## src/rtl/register_file_param_if.sv

```systemverilog
// register_file_param_if: write, mark and dual read-port signals of the register file.
interface register_file_param_if #(
   parameter int DATA_W = 16,
   parameter int ADDR_W = 4
);
   logic              WR;
   logic [ADDR_W-1:0] RegSelect;
   logic [DATA_W-1:0] IN;
   logic              MARK;
   logic [ADDR_W-1:0] MarkSelect;
   logic              REA;
   logic [ADDR_W-1:0] ASelect;
   logic              REB;
   logic [ADDR_W-1:0] BSelect;
   logic [DATA_W-1:0] OUTA;
   logic [DATA_W-1:0] OUTB;
   logic              VALIDA;
   logic              VALIDB;
   logic              BUSYA;
   logic              BUSYB;
   modport master (
      output WR, RegSelect, IN, MARK, MarkSelect, REA, ASelect, REB, BSelect,
      input  OUTA, OUTB, VALIDA, VALIDB, BUSYA, BUSYB
   );
   modport slave (
      input  WR, RegSelect, IN, MARK, MarkSelect, REA, ASelect, REB, BSelect,
      output OUTA, OUTB, VALIDA, VALIDB, BUSYA, BUSYB
   );
endinterface

```

## src/rtl/register_file_param.sv

```systemverilog
// register_file_param: flop register file, 1 write / 2 registered read ports, write-first bypass, busy scoreboard.
// Optional REGFILE_DEBUG_FLAT_EN exposes every register on DBG_FLAT.
module register_file_param #(
   parameter int DATA_W   = 16,
   parameter int ADDR_W   = 4,
   parameter int ZERO_REG = 0
) (
   input logic clock,
   input logic reset,
   register_file_param_if.slave bus
`ifdef REGFILE_DEBUG_FLAT_EN
   ,
   output logic [(2**ADDR_W)*DATA_W-1:0] DBG_FLAT
`endif
);
   localparam int DEPTH = 2**ADDR_W;
   logic [DATA_W-1:0] mem [DEPTH];
   logic [DEPTH-1:0]  busy, busy_nxt;
   logic              wr_ok, mk_ok;
   logic [DATA_W-1:0] data_a, data_b;
   assign wr_ok = bus.WR && !(ZERO_REG != 0 && bus.RegSelect == '0);
   assign mk_ok = bus.MARK && !(ZERO_REG != 0 && bus.MarkSelect == '0);
   assign data_a = (ZERO_REG != 0 && bus.ASelect == '0) ? '0 :
                   (wr_ok && bus.RegSelect == bus.ASelect) ? bus.IN : mem[bus.ASelect];
   assign data_b = (ZERO_REG != 0 && bus.BSelect == '0) ? '0 :
                   (wr_ok && bus.RegSelect == bus.BSelect) ? bus.IN : mem[bus.BSelect];
   // mark is applied after clear so a same-cycle reissue leaves the register busy
   always_comb begin
      busy_nxt = busy;
      if (wr_ok) busy_nxt[bus.RegSelect] = 1'b0;
      if (mk_ok) busy_nxt[bus.MarkSelect] = 1'b1;
   end
   always_ff @(posedge clock) begin
      if (reset) begin
         for (int i = 0; i < DEPTH; i++) mem[i] <= '0;
         busy       <= '0;
         bus.OUTA   <= '0;
         bus.OUTB   <= '0;
         bus.VALIDA <= 1'b0;
         bus.VALIDB <= 1'b0;
         bus.BUSYA  <= 1'b0;
         bus.BUSYB  <= 1'b0;
      end else begin
         if (wr_ok) mem[bus.RegSelect] <= bus.IN;
         busy       <= busy_nxt;
         bus.VALIDA <= bus.REA;
         bus.VALIDB <= bus.REB;
         if (bus.REA) begin
            bus.OUTA  <= data_a;
            bus.BUSYA <= busy_nxt[bus.ASelect];
         end
         if (bus.REB) begin
            bus.OUTB  <= data_b;
            bus.BUSYB <= busy_nxt[bus.BSelect];
         end
      end
   end
`ifdef REGFILE_DEBUG_FLAT_EN
   for (genvar i = 0; i < DEPTH; i++) begin : g_flat
      assign DBG_FLAT[i*DATA_W +: DATA_W] = mem[i];
   end
`endif
endmodule

```

## src/flat_wrapper.sv

```systemverilog
// flat-port wrapper written by rule: the top's interface ports become plain ports
module register_file_param_flat 
#(
   parameter int DATA_W   = 16,
   parameter int ADDR_W   = 4,
   parameter int ZERO_REG = 0
)
  (clock, reset, bus_WR, bus_RegSelect, bus_IN, bus_MARK, bus_MarkSelect, bus_REA, bus_ASelect, bus_REB, bus_BSelect, bus_OUTA, bus_OUTB, bus_VALIDA, bus_VALIDB, bus_BUSYA, bus_BUSYB);
  register_file_param_if #(.DATA_W(DATA_W), .ADDR_W(ADDR_W)) bus_i ();
  input logic clock;
  input logic reset;
  input wire logic [$bits(bus_i.WR)-1:0] bus_WR;
  input wire logic [$bits(bus_i.RegSelect)-1:0] bus_RegSelect;
  input wire logic [$bits(bus_i.IN)-1:0] bus_IN;
  input wire logic [$bits(bus_i.MARK)-1:0] bus_MARK;
  input wire logic [$bits(bus_i.MarkSelect)-1:0] bus_MarkSelect;
  input wire logic [$bits(bus_i.REA)-1:0] bus_REA;
  input wire logic [$bits(bus_i.ASelect)-1:0] bus_ASelect;
  input wire logic [$bits(bus_i.REB)-1:0] bus_REB;
  input wire logic [$bits(bus_i.BSelect)-1:0] bus_BSelect;
  output wire logic [$bits(bus_i.OUTA)-1:0] bus_OUTA;
  output wire logic [$bits(bus_i.OUTB)-1:0] bus_OUTB;
  output wire logic [$bits(bus_i.VALIDA)-1:0] bus_VALIDA;
  output wire logic [$bits(bus_i.VALIDB)-1:0] bus_VALIDB;
  output wire logic [$bits(bus_i.BUSYA)-1:0] bus_BUSYA;
  output wire logic [$bits(bus_i.BUSYB)-1:0] bus_BUSYB;
  assign bus_i.WR = bus_WR;
  assign bus_i.RegSelect = bus_RegSelect;
  assign bus_i.IN = bus_IN;
  assign bus_i.MARK = bus_MARK;
  assign bus_i.MarkSelect = bus_MarkSelect;
  assign bus_i.REA = bus_REA;
  assign bus_i.ASelect = bus_ASelect;
  assign bus_i.REB = bus_REB;
  assign bus_i.BSelect = bus_BSelect;
  assign bus_OUTA = bus_i.OUTA;
  assign bus_OUTB = bus_i.OUTB;
  assign bus_VALIDA = bus_i.VALIDA;
  assign bus_VALIDB = bus_i.VALIDB;
  assign bus_BUSYA = bus_i.BUSYA;
  assign bus_BUSYB = bus_i.BUSYB;
  register_file_param #(.DATA_W(DATA_W), .ADDR_W(ADDR_W), .ZERO_REG(ZERO_REG)) u_core (.clock(clock), .reset(reset), .bus(bus_i));
endmodule
```

## config.mk

```make
export PLATFORM = sky130hd
export DESIGN_NAME = register_file_param_flat
export DESIGN_NICKNAME = d
export VERILOG_FILES = /design/src/rtl/register_file_param_if.sv /design/src/rtl/register_file_param.sv /design/src/flat_wrapper.sv
export SDC_FILE = /design/constraint.sdc
export NUM_CORES = 1
export LEC_CHECK = 0
export CORE_MARGIN = 2
export CORE_UTILIZATION = 40
export DETAILED_ROUTE_END_ITERATION = 8
export GPL_ROUTABILITY_DRIVEN = 0
export GPL_TIMING_DRIVEN = 0
export HOLD_SLACK_MARGIN = 0.03
export PLACE_DENSITY = 0.67
export SLEW_MARGIN = 40
export SYNTH_ARGS = -nofsm -noshare
export SYNTH_HDL_FRONTEND = slang
export SYNTH_SLANG_ARGS = --single-unit
```

## constraint.sdc

```tcl
create_clock -name clock -period 2.3 [get_ports clock]
set_input_delay 0.23 -clock clock [delete_from_list [all_inputs] [get_ports clock]]
set_output_delay 0.23 -clock clock [all_outputs]
set_load 0.005 [all_outputs]
```

; Word-level counts from Yosys, hierarchy flattened
; Memory sizes are Yosys's and may differ from the RTL's. A register that Yosys moved wholly into a read port is not among the register bits.
; Index checks and enable logic that the tools add are counted.
[totals]
output_inout_bits = 36
wordCells = 36
input_bits = 38
ram_bits = 256
register_bits = 20
n_memories = 1
[memory_table]
columns = memory, words, word_bits, rd, rd_ports_with_merged_regs, write_ports, line
row1 = u_core.mem, 16, 16, 2, 2, 16, register_file_param.sv:17  ; logic [DATA_W-1:0] mem [DEPTH];
[classes]
n_lt_le_gt_ge = 6
n_bitwise = 3
reduce_logical = 3
n_mux = 18
[ops]
columns = operator, n
row1 = two-way mux 16 bit, 3
row2 = "< comparator 4 x 5 -> 1 bit, second input constant", 4
row3 = bitwise AND 16 bit, 1
row4 = inverter 16 bit, 1
row5 = OR 16 bit, 1
row6 = OR reduction 16 bit, 1
row7 = two-way mux 1 bit, 10
row8 = binary-select mux 1 bit (select 4 bit), 2
row9 = demux 1 bit (select 4 bit), 2
row10 = ">= comparator 4 x 1 -> 1 bit, second input constant", 2
row11 = two-way mux 4 bit, 1
row12 = logical AND 1 bit, 2

; Longest topological paths before layout
[depth]
depth_word = 11
depth_mapped = 8
ltp_nobuf = 6

; Worst setup path after synthesis
; OpenSTA, ideal clock, no wires.
[synth_timing]
kind = input port to flip-flop
start = in bus_RegSelect[0]
end = mem u_core.mem[0][0] (enable)
stages = 4
path_buffers = 2
required_ps = 1908
slack_ps = 201
setup_time_ps = 392
arrival_time_ps = 1707
path_cell_list = buf_2 -> or3b_1 -> buf_2 -> o21bai_1
[synth_rtl]
columns = item, line
row1 = start: declaration, flat_wrapper.sv:13  ; input wire logic [$bits(bus_i.RegSelect)-1:0] bus_RegSelect;
row2 = end: declaration, register_file_param.sv:17

==> results.toml <==
[finish]
fillCellCount = 3480
layout.nets = 1249
fin_util_pct = 47.16
diodes = 0
area_growth_pct = 16.18
fin_cells = 1760
drive_above_1_share_pct = 22.43

[detailed_routing]
drtIter0Drc = 1073
met2WireLength_um = 22090
met1_length_um = 17250
vias_per_cell = 5.714
drt_first_pass_iters = 5
drtAntennaViolNets = 0
drc = 0
drt_wl_total_um = 43650
dr_wl_met3_um = 3270
route.top_layer_used = "met4"
vias = 10057
wl_per_cell_um = 24.80

[synth]
ys_ff_latch = 308
synthesis.area_um2 = 16170
synthCells = 1105
synth.top_cell.area_share_pct = 47.55
synth_area_leader_cell = "edfxtp_1"
syn_nets = 1143
async_flop_share_pct = 0
synth-seq-area-share_pct = 53.99
synthDistinctLibCells = 46
avgSynthCellArea_um2 = 14.63
ys_warn_count = 0
synth_edf_count = 256
synth_ff_type = "edfxtp_1"
ys_top_cells_by_area = "edfxtp_1 48%, mux4_2 22%, and2_1 9.9%, dfxtp_1 6.4%, mux2i_1 2.0%"

[pwr]
power.density_nw_per_um2 = 714.3
p_leak_nw = 6.509
vdd_ir_drop_max_v = 0.0004049
finalPower_mw = 13.42

[grt]
grt_use_total_pct = 21.28
grt_pass1_vias = 10413
antenna_found_initial = 0
overflow = 0
grt_max_degree = 17
grt_pass1_wl_um = 64920

[hold_path]
min_path_type = "input pin to flop"
min_to = "u_core.busy[13]$_SDFF_PP0_"
min_from = "bus_MarkSelect[0]"
min_path_cells = 3

[run]
cap_violations = 0

[setup_path]
required_ps = 2700
crit_fanout = 10
cp_data_arrival_time_ps = 2710
r2r-end = "u_core.bus.OUTB[5]$_SDFFE_PP0P_"
regToRegSetupSlack_ps = 270
path_class = "input pin to flop"
ff2ff_path_depth = 4
cp-start-kind = "input pin"
crit_path_end_kind = "flop"
r2r-start = "u_core.mem[10][5]$_SDFFCE_PN0P_"

[timing]
finalCritPeriodShare_pct = 100.2
setup_viol = 1
drv_slew = 0
period_minus_slack_ps = 2306
fin_ws_ps = -5.572
holdWs_ps = 111.3
finalClockSkew_ps = 19.73
finalHoldViolCount = 0
setup_tns_ps = -5.572
fmax_mhz = 433.7
relSlewSlack_pct = 42.00
worstMarginPinSlew_ps = 870.0
rsz0062_at_grt = "true"

[cts]
root_buffer = "clkbuf_16"
cts_hold_buf = 0
clk_latency_ps = 540
cts_inserted_buffers = 34
numClockSinks = 308
htreeDepth = 2
cts_buffer_depth = 3
clkTransAtPathRegs_ps = 60
cts_tree = "yes"

[die]
die_x_um = 205.0
rows = 73
dieArea_um2 = 42040
core_um2 = 39820
die_h_um = 205.0
initial_core_util_pct = 40.59
io_pins = 74

[run_status]
status = "complete, but fails checks"
violations = "negative setup slack"

[placement]
post-place-cells = 1698
dp_hpwl_um = 33910
numPortBuffers = 64
repair_timing:
action / CTS / global route
setup endpoints to repair: 18 / 34
resized for setup: 2 / 7
buffers inserted: 2 / 0
pin swaps: 1 / 0
worst max-delay path by stage:
stage,startpoint,to,cells past startpoint
3_3_place_gp,bus_WR,u_core.mem[1][11]$_SDFFCE_PN0P_,3
5_1_grt,bus_WR,u_core.mem[6][14]$_SDFFCE_PN0P_,7
6_report,bus_WR,u_core.mem[15][11]$_SDFFCE_PN0P_,7
3_5_place_dp,bus_BSelect[2],u_core.bus.OUTB[5]$_SDFFE_PP0P_,6
2_1_floorplan,bus_RegSelect[0],u_core.mem[0][0]$_SDFFCE_PN0P_,4
4_1_cts,bus_WR,u_core.bus.BUSYA$_SDFFE_PP0P_,7
metrics by stage:
stage | cell area [um2] | worst slack, ps
after detailed placement | 17710 | -676.6
after global routing | 18780 | -45.61
after global placement | 17460 | -1043
after CTS | 18760 | 18.80
final | 18780 | -5.572
after floorplan | 16170 | 200.8
cell usage after synthesis (2+ instances only):
cell and n:
xnor2_1 2, dfxtp_1 52, a211oi_1 34, or4_1 2, nor3_1 2, xor2_1 8
buf_2 28, mux2_2 4, nor4b_2 2, a21oi_1 11, o211ai_1 2, o21ai_0 14
mux4_2 160, buf_4 3, nand2_1 14, o31ai_1 2, and2_1 256, a221o_1 3
nor2b_1 9, a31oi_1 2, nor2_1 72, nand2b_1 5, buf_1 2, clkbuf_1 67
mux2i_1 33, o21a_1 9, nor3b_1 2, a311oi_1 3, nand3b_1 8, o21bai_1 15
nand3_1 9, edfxtp_1 256
metal layers:
layer | track usage [%] | vias up
met5 | 0 | -
met4 | 6.603 | 0
met3 | 3.691 | 72
met2 | 36.88 | 429
met1 | 27.26 | 5113
li1 | - | 4443
logic make-up after synthesis:
kind of cell,share of synthesized area (%)
xor+xnor,0.5418
buf+inv,2.655
flops,53.99
simple gates,13.88
compound gates,4.319
mux,24.61
where the power goes:
part | switching (mW) | internal, mW | leakage, nW | total, mW
combinational | 0.915 | 0.864 | 3.12 | 1.78
sequential | 0.163 | 6.38 | 2.88 | 6.55
clock | 2.19 | 2.90 | 0.508 | 5.09
layout by cell type (no fill, tap or decap), types with 5 or more instances in the layout:
| cell type | synthesis | routed |
|---|---|---|
| a211oi_1 | 34 | 34 |
| a21oi_1 | 11 | 11 |
| and2_1 | 256 | 256 |
| buf_2 | 28 | 28 |
| buf_4 | 3 | 5 |
| clkbuf_1 | 67 | 70 |
| clkbuf_16 | 0 | 35 |
| clkdlybuf4s50_1 | 0 | 64 |
| clkinv_1 | 0 | 8 |
| dfxtp_1 | 52 | 52 |
| edfxtp_1 | 256 | 256 |
| mux2i_1 | 33 | 33 |
| mux4_2 | 160 | 160 |
| nand2_1 | 14 | 14 |
| nand3_1 | 9 | 8 |
| nand3b_1 | 8 | 8 |
| nor2_1 | 72 | 68 |
| nor2b_1 | 9 | 9 |
| o21a_1 | 9 | 9 |
| o21ai_0 | 14 | 14 |
| o21bai_4 | 0 | 15 |
| xor2_1 | 8 | 8 |
cell type report:
type	count	area, um2	area share, %
Buffer	100	430.4	2.292
Clock buffer	45	943.4	5.023
Clock inverter	15	91.34	0.4863
Inverter	2	7.507	0.03997
Multi-Input combinational cell	695	7194	38.31
Sequential cell	308	8728	46.48
Tap cell	525	656.9	3.498
Timing Repair Buffer	70	728.2	3.877
state kept, by name, indices dropped and copies added, names as in the netlist:
register / cells
u_core.bus.OUTA: 16
u_core.bus.VALIDA: 1
u_core.bus.OUTB: 16
u_core.bus.BUSYA: 1
u_core.busy: 16
u_core.bus.BUSYB: 1
u_core.bus.VALIDB: 1
u_core.mem: 256
worst max-delay path: stages:
cell             delay [ps]
clkdlybuf4s50_1         590
nor2b_1                 170
clkbuf_1                250
nand3_1                 320
nor2_1                  500
clkbuf_1                420
and2_1                  200
No activity file was read; power rests on OpenSTA's default activity.
